$ cat src/rtl/multdiv_seq_if.sv
// Operand, start and result handshake bundle for the iterative multiply/divide unit.
// The master side is the execute stage and the slave side is the unit itself.
interface multdiv_seq_if #(
  parameter int WIDTH = 32,
  parameter int IMM_W = 17
);
  logic             ctrl_mult;
  logic             ctrl_div;
  logic             use_imm;
  logic [WIDTH-1:0] data_a;
  logic [WIDTH-1:0] data_b;
  logic [IMM_W-1:0] imm;
  logic [WIDTH-1:0] result;
  logic             data_exception;
  logic             data_resultRDY;
  logic             busy;

  modport master (
    output ctrl_mult, ctrl_div, use_imm, data_a, data_b, imm,
    input  result, data_exception, data_resultRDY, busy
  );

  modport slave (
    input  ctrl_mult, ctrl_div, use_imm, data_a, data_b, imm,
    output result, data_exception, data_resultRDY, busy
  );
endinterface

$ cat src/rtl/multdiv_seq.sv
// Iterative signed multiply (shift/add) and divide (restoring shift/subtract) unit.
// Both paths work on operand magnitudes and apply the result sign on the final iteration.
module multdiv_seq #(
  parameter int WIDTH = 32,
  parameter int IMM_W = 17
) (
  input  logic          clock,
  input  logic          resetn,
  multdiv_seq_if.slave  bus
);
  localparam int CNT_W = $clog2(WIDTH + 1);
  localparam int W2    = 2 * WIDTH;

  typedef enum logic [1:0] {S_IDLE, S_MULT, S_DIV, S_DONE} state_t;

  state_t                  state_q, state_d;
  logic [CNT_W-1:0]        cnt_q, cnt_d;
  logic signed [WIDTH-1:0] result_q, result_d;
  logic                    exc_q, exc_d;

  logic [W2-1:0]           p_q, p_d, mcand_q, mcand_d;
  logic [WIDTH-1:0]        mplier_q, mplier_d;
  logic [WIDTH-1:0]        rem_q, rem_d, quo_q, quo_d, dvsr_q, dvsr_d;
  logic                    neg_q, neg_d, ovf_q, ovf_d;

  logic [WIDTH-1:0]        b_sel;
  logic [W2-1:0]           prod;
  logic [WIDTH:0]          rem_sh, diff;

  function automatic logic [WIDTH-1:0] mag(input logic [WIDTH-1:0] v);
    return v[WIDTH-1] ? (~v + WIDTH'(1)) : v;
  endfunction

  function automatic logic [W2-1:0] neg_w2(input logic [W2-1:0] v);
    return ~v + W2'(1);
  endfunction

  assign b_sel = bus.use_imm ? {{(WIDTH-IMM_W){bus.imm[IMM_W-1]}}, bus.imm} : bus.data_b;

  always_comb begin
    state_d  = state_q;
    cnt_d    = cnt_q;
    result_d = result_q;
    exc_d    = exc_q;
    p_d      = p_q;
    mcand_d  = mcand_q;
    mplier_d = mplier_q;
    rem_d    = rem_q;
    quo_d    = quo_q;
    dvsr_d   = dvsr_q;
    neg_d    = neg_q;
    ovf_d    = ovf_q;
    prod     = '0;
    rem_sh   = '0;
    diff     = '0;

    unique case (state_q)
      S_IDLE: begin
        if (bus.ctrl_mult) begin
          state_d  = S_MULT;
          cnt_d    = '0;
          p_d      = '0;
          mcand_d  = {{WIDTH{1'b0}}, mag(bus.data_a)};
          mplier_d = mag(b_sel);
          neg_d    = bus.data_a[WIDTH-1] ^ b_sel[WIDTH-1];
        end else if (bus.ctrl_div) begin
          if (b_sel == '0) begin
            state_d  = S_DONE;
            result_d = '0;
            exc_d    = 1'b1;
          end else begin
            state_d = S_DIV;
            cnt_d   = '0;
            rem_d   = '0;
            quo_d   = mag(bus.data_a);
            dvsr_d  = mag(b_sel);
            neg_d   = bus.data_a[WIDTH-1] ^ b_sel[WIDTH-1];
            // Most-negative / -1 cannot be represented; flag it up front.
            ovf_d   = (bus.data_a == {1'b1, {(WIDTH-1){1'b0}}}) && (b_sel == '1);
          end
        end
      end

      S_MULT: begin
        p_d      = p_q + (mplier_q[0] ? mcand_q : '0);
        mcand_d  = mcand_q << 1;
        mplier_d = mplier_q >> 1;
        cnt_d    = cnt_q + CNT_W'(1);
        if (cnt_q == CNT_W'(WIDTH-1)) begin
          state_d  = S_DONE;
          prod     = neg_q ? neg_w2(p_d) : p_d;
          result_d = prod[WIDTH-1:0];
          exc_d    = prod[W2-1:WIDTH] != {WIDTH{prod[WIDTH-1]}};
        end
      end

      S_DIV: begin
        // Remainder stays below the divisor, so WIDTH+1 bits hold the shifted trial value.
        rem_sh = {rem_q, quo_q[WIDTH-1]};
        diff   = rem_sh - {1'b0, dvsr_q};
        if (!diff[WIDTH]) begin
          rem_d = diff[WIDTH-1:0];
          quo_d = {quo_q[WIDTH-2:0], 1'b1};
        end else begin
          rem_d = rem_sh[WIDTH-1:0];
          quo_d = {quo_q[WIDTH-2:0], 1'b0};
        end
        cnt_d = cnt_q + CNT_W'(1);
        if (cnt_q == CNT_W'(WIDTH-1)) begin
          state_d = S_DONE;
          if (ovf_q) begin
            result_d = {1'b1, {(WIDTH-1){1'b0}}};
            exc_d    = 1'b1;
          end else begin
            result_d = neg_q ? (~quo_d + WIDTH'(1)) : quo_d;
            exc_d    = 1'b0;
          end
        end
      end

      S_DONE: state_d = S_IDLE;

      default: state_d = S_IDLE;
    endcase
  end

  always_ff @(posedge clock or negedge resetn) begin
    if (!resetn) begin
      state_q  <= S_IDLE;
      cnt_q    <= '0;
      result_q <= '0;
      exc_q    <= 1'b0;
    end else begin
      state_q  <= state_d;
      cnt_q    <= cnt_d;
      result_q <= result_d;
      exc_q    <= exc_d;
    end
  end

  // Iteration datapath needs no reset: it is always loaded before use.
  always_ff @(posedge clock) begin
    p_q      <= p_d;
    mcand_q  <= mcand_d;
    mplier_q <= mplier_d;
    rem_q    <= rem_d;
    quo_q    <= quo_d;
    dvsr_q   <= dvsr_d;
    neg_q    <= neg_d;
    ovf_q    <= ovf_d;
  end

  assign bus.result         = result_q;
  assign bus.data_resultRDY = (state_q == S_DONE);
  assign bus.data_exception = (state_q == S_DONE) && exc_q;
  assign bus.busy           = (state_q == S_MULT) || (state_q == S_DIV);
endmodule

$ cat src/flat_wrapper.sv
// flat-port wrapper written by rule: the top's interface ports become plain ports
module multdiv_seq_flat 
#(
  parameter int WIDTH = 32,
  parameter int IMM_W = 17
)
  (clock, resetn, bus_ctrl_mult, bus_ctrl_div, bus_use_imm, bus_data_a, bus_data_b, bus_imm, bus_result, bus_data_exception, bus_data_resultRDY, bus_busy);
  multdiv_seq_if #(.WIDTH(WIDTH), .IMM_W(IMM_W)) bus_i ();
  input  logic clock;
  input  logic resetn;
  input wire logic [$bits(bus_i.ctrl_mult)-1:0] bus_ctrl_mult;
  input wire logic [$bits(bus_i.ctrl_div)-1:0] bus_ctrl_div;
  input wire logic [$bits(bus_i.use_imm)-1:0] bus_use_imm;
  input wire logic [$bits(bus_i.data_a)-1:0] bus_data_a;
  input wire logic [$bits(bus_i.data_b)-1:0] bus_data_b;
  input wire logic [$bits(bus_i.imm)-1:0] bus_imm;
  output wire logic [$bits(bus_i.result)-1:0] bus_result;
  output wire logic [$bits(bus_i.data_exception)-1:0] bus_data_exception;
  output wire logic [$bits(bus_i.data_resultRDY)-1:0] bus_data_resultRDY;
  output wire logic [$bits(bus_i.busy)-1:0] bus_busy;
  assign bus_i.ctrl_mult = bus_ctrl_mult;
  assign bus_i.ctrl_div = bus_ctrl_div;
  assign bus_i.use_imm = bus_use_imm;
  assign bus_i.data_a = bus_data_a;
  assign bus_i.data_b = bus_data_b;
  assign bus_i.imm = bus_imm;
  assign bus_result = bus_i.result;
  assign bus_data_exception = bus_i.data_exception;
  assign bus_data_resultRDY = bus_i.data_resultRDY;
  assign bus_busy = bus_i.busy;
  multdiv_seq #(.WIDTH(WIDTH), .IMM_W(IMM_W)) u_core (.clock(clock), .resetn(resetn), .bus(bus_i));
endmodule
$ cat config.mk
export PLATFORM = sky130hd
export DESIGN_NAME = multdiv_seq_flat
export DESIGN_NICKNAME = d
export VERILOG_FILES = /design/src/rtl/multdiv_seq_if.sv /design/src/rtl/multdiv_seq.sv /design/src/flat_wrapper.sv
export SDC_FILE = /design/constraint.sdc
export NUM_CORES = 1
export LEC_CHECK = 0
export CORE_MARGIN = 2
export CORE_UTILIZATION = 55
export CTS_BUF_LIST = sky130_fd_sc_hd__clkbuf_4 sky130_fd_sc_hd__clkbuf_8 sky130_fd_sc_hd__clkbuf_16
export CTS_CLUSTER_SIZE = 25
export DETAILED_ROUTE_END_ITERATION = 8
export PLACE_DENSITY = 0.73
export SLEW_MARGIN = 15
export SYNTH_ARGS = -nofsm -noshare
export SYNTH_HDL_FRONTEND = slang
export SYNTH_SLANG_ARGS = --single-unit
$ cat constraint.sdc
create_clock -name clock -period 13.9 [get_ports clock]
set_input_delay 3.475 -clock clock [delete_from_list [all_inputs] [get_ports clock]]
set_output_delay 3.475 -clock clock [all_outputs]
set_load 0.02 [all_outputs]
==> metrics.csv <==
stage;metric;value;unit
synth;Netlist cell types;102;
synth;leading register cell type out of synthesis;edfxtp_1;
cts;htree depth;2;
final_layout;synthesis-to-finish area growth;11.56;%
synth;synthesized cell area;22880;um2
synth;Synth area leaders;edfxtp_1, ha_1, xnor2_1;
worst_setup_path;Worst R2R End;u_core.bus.result[26];
placed_design;dpl hpwl;47.69;mm
synth;Synth Net Count;2635;
cts;clock sinks;299;
worst_setup_path;critical path cell sequence;buf_2, buf_4, mux2i_1, ha_1, nand2_1, or2_2, nor3_1, o21ai_1, o21bai_1, a211o_1, nor2_1, nand3_1, a211o_1, buf_4, or2_0, nor2_1, a22oi_1, o21ai_0;
final_layout;Ant. Diodes;0;
sta;Highest Clock Rate;0.1211;GHz
die;Rows;74;
detailed_routing;vias;19338;
cts;Clock Pin Slew Worst Setup and Hold Paths;60;ps
flow_run;Max Cap Violations;0;
min_path;HP Start;u_core.bus.result[1];
detailed_routing;Pre-Repair DR Iteration Count;6;
synth;sequential element share of the synthesized area;0.3835;
global_route;vias in the first global route;18624;
worst_setup_path;crit start category;input port;
final_layout;# fillers;3420;
worst_setup_path;CP endpoint;u_core.bus.result[7];
worst_setup_path;Worst setup EP type;flip-flop;
worst_setup_path;Critical Path RT;14360;ps
placed_design;Placer Congestion;0.9200;
global_route;GRT Util Overall;0.2910;
outcome;status;finished clean;
synth;Synth Instances;2442;
worst_setup_path;Crit Path Class;in2reg;
sta;fin crit period;8258;ps
sta;endpoints failing setup;0;
cts;Setup Fix Bufs, Post-CTS;0;
placed_design;Buffers on Ports;120;
detailed_routing;Final ANT Viol Nets;0;
die;die height;208.0;um
sta;max-slew violations;0;
cts;Worst-Skew Late Latency;560;ps
die;core area;40920;um2
min_path;worst min-delay path class;reg2reg;
sta;max_slew headroom;0.2876;
detailed_routing;DRT iter0 DRCs;1739;
synth;Async SR Flop Fraction;0.1371;
sta;clk_skew;24.14;ps
final_layout;Net count, final;2683;
synth;area fraction of the dominant cell type after synthesis;0.3386;
synth;FF+latch count, synth;299;
global_route;initial antenna violation count;1;
detailed_routing;wire per inst;21.03;um
detailed_routing;Residual DRC;0;
die;Die ar.;43240;um2
sta;hold_ws;485.0;ps
cts;root buffer cell;clkbuf_16;
sta;Worst Tran Pin Value;1064;ps
worst_setup_path;Reg-to-Reg Start;u_core.dvsr_q[0];
detailed_routing;Post-Route WL;64.11;mm
final_layout;layout cells sized above 1;0.08347;
worst_setup_path;Worst Setup SP;bus_use_imm;
cts;hold buffers post-CTS;0;
global_route;first-pass GRT wire length;101.6;mm
cts;post-cts resize count;0;
worst_setup_path;Crit path largest cell delay;700;ps
die;Die W;208.0;um
die;I/O pins;121;
detailed_routing;via/cell ratio;6.344;
cts;TritonCTS buffer count;35;
global_route;largest net degree at the start of global routing;89;
synth;number of flops mapped to enable cells by yosys;258;
cts;clock buffer depth;3;
synth;Yosys top cell by area;edfxtp_1;
synth;YS warnings;0;
worst_setup_path;crit-path max FO;65;
sta;Final Hold Vio Count;0;
synth;top-count cell post-synth;edfxtp_1;
sta;RSZ-0062 raised after global routing;false;
synth;Mean Syn Cell Area;9.369;um2
synth;top cells by instance count after synthesis;edfxtp_1, nand2_1, o21ai_0;
cts;CTS tree;yes;
sta;setup TNS;0;ps
global_route;grt total ovfl;0;
worst_setup_path;reg2reg setup slack;6930;ps
sta;final period utilization;0.5941;
worst_setup_path;worst r2r path cells;26;
worst_setup_path;CP max-delay cell;nor2_1;
die;initial core utilization;0.5590;
worst_setup_path;CP arrival;8720;ps
==> registers in the layout, summed over array words and instances (netlist names) <==
| signal | flops |
|---|---|
| u_core.mcand_q | 64 |
| u_core.p_q | 64 |
| u_core.bus.result | 32 |
| u_core.dvsr_q | 32 |
| u_core.mplier_q | 32 |
| u_core.quo_q | 32 |
| u_core.rem_q | 32 |
| u_core.cnt_q | 6 |
| u_core.state_q | 2 |
| u_core.exc_q | 1 |
| u_core.neg_q | 1 |
| u_core.ovf_q | 1 |
==> worst min path at each step <==
| stage | endpoint | slack [ps] | cells after the start |
|---|---|---|---|
| after detailed placement | u_core.bus.result[1] | 470 | 2 |
| after floorplan | u_core.cnt_q[1] | 480 | 2 |
| after global routing | u_core.bus.result[1] | 520 | 2 |
| after CTS | u_core.bus.result[1] | 490 | 2 |
| final | u_core.bus.result[1] | 480 | 2 |
| after global placement | u_core.bus.result[1] | 460 | 2 |
==> metal layers <==
| layer | share of wire | vias up | routed length (um) | GRT usage |
|---|---|---|---|---|
| li1 | - | 9155 | - | - |
| met1 | 0.44 | 9282 | 28490 | 0.4212 |
| met2 | 0.44 | 811 | 28420 | 0.4487 |
| met3 | 0.090 | 90 | 5786 | 0.05057 |
| met4 | 0.022 | 0 | 1414 | 0.08315 |
| met5 | 0 | - | 0 | 0 |
==> worst max-delay path: cells and delay by family <==
family / cells / cell delay, ps
fa+ha+maj: 1 / 260
compound gates: 6 / 1410
mux: 1 / 420
simple gates: 7 / 2210
buf+inv: 3 / 890
==> per-stage QoR <==
step	cells	utilization	setup slack [ps]	instance area (um2)
2_1_floorplan	2442	-	392.7	22880
3_3_place_gp	2985	0.5969	5360	24430
5_1_grt	3048	0.6237	5212	25520
4_1_cts	3048	0.6237	5710	25520
6_report	3048	0.6237	5642	25520
3_5_place_dp	2985	0.5969	5141	24430
==> cell families (layout without fill, tap and decap cells) <==
family / count (synthesis) / in the layout / synth area share
and+or+nand+nor: 860 / 860 / 0.1972
buffers and inverters: 210 / 284 / 0.03566
adders and majority gates: 107 / 107 / 0.05917
muxes: 108 / 108 / 0.05103
AOI/OAI and AO/OA: 643 / 643 / 0.1908
DFF: 299 / 299 / 0.3835
xor gates and xnor gates: 215 / 215 / 0.08264
==> cell type report <==
cell class	instances	area, um2	share of cell area
clock buffer	43	953.4	0.03735
clock inverter	20	141.4	0.005540
inverter	82	307.8	0.01206
multi-input combinational	1933	13350	0.5230
sequential	299	8773	0.3437
tap	532	665.6	0.02608
timing repair buffer	139	1334	0.05226
==> cells in the final DEF (no fill, tap or decap), types with 19 or more instances in the layout <==
| cell type | n |
|---|---|
| edfxtp_1 | 258 |
| nand2_1 | 235 |
| o21ai_0 | 148 |
| nor2_1 | 147 |
| xnor2_1 | 139 |
| and2_1 | 138 |
| a21oi_1 | 138 |
| clkdlybuf4s50_1 | 118 |
| ha_1 | 104 |
| inv_1 | 78 |
| xor2_1 | 74 |
| nor3_1 | 68 |
| mux2_2 | 65 |
| o31ai_1 | 60 |
| a21o_1 | 48 |
| nand3_1 | 46 |
| mux2i_1 | 42 |
| dfrtp_1 | 41 |
| nand4_1 | 37 |
| clkbuf_16 | 36 |
| a22oi_1 | 27 |
| or3_1 | 24 |
| nor4_1 | 24 |
| o41ai_1 | 22 |
| nand2b_1 | 20 |
| a211oi_1 | 19 |
| buf_4 | 19 |
Power is left out: the tool's default activity adds up to more than one toggle a clock period on the data nets, which glitch-free logic cannot reach.
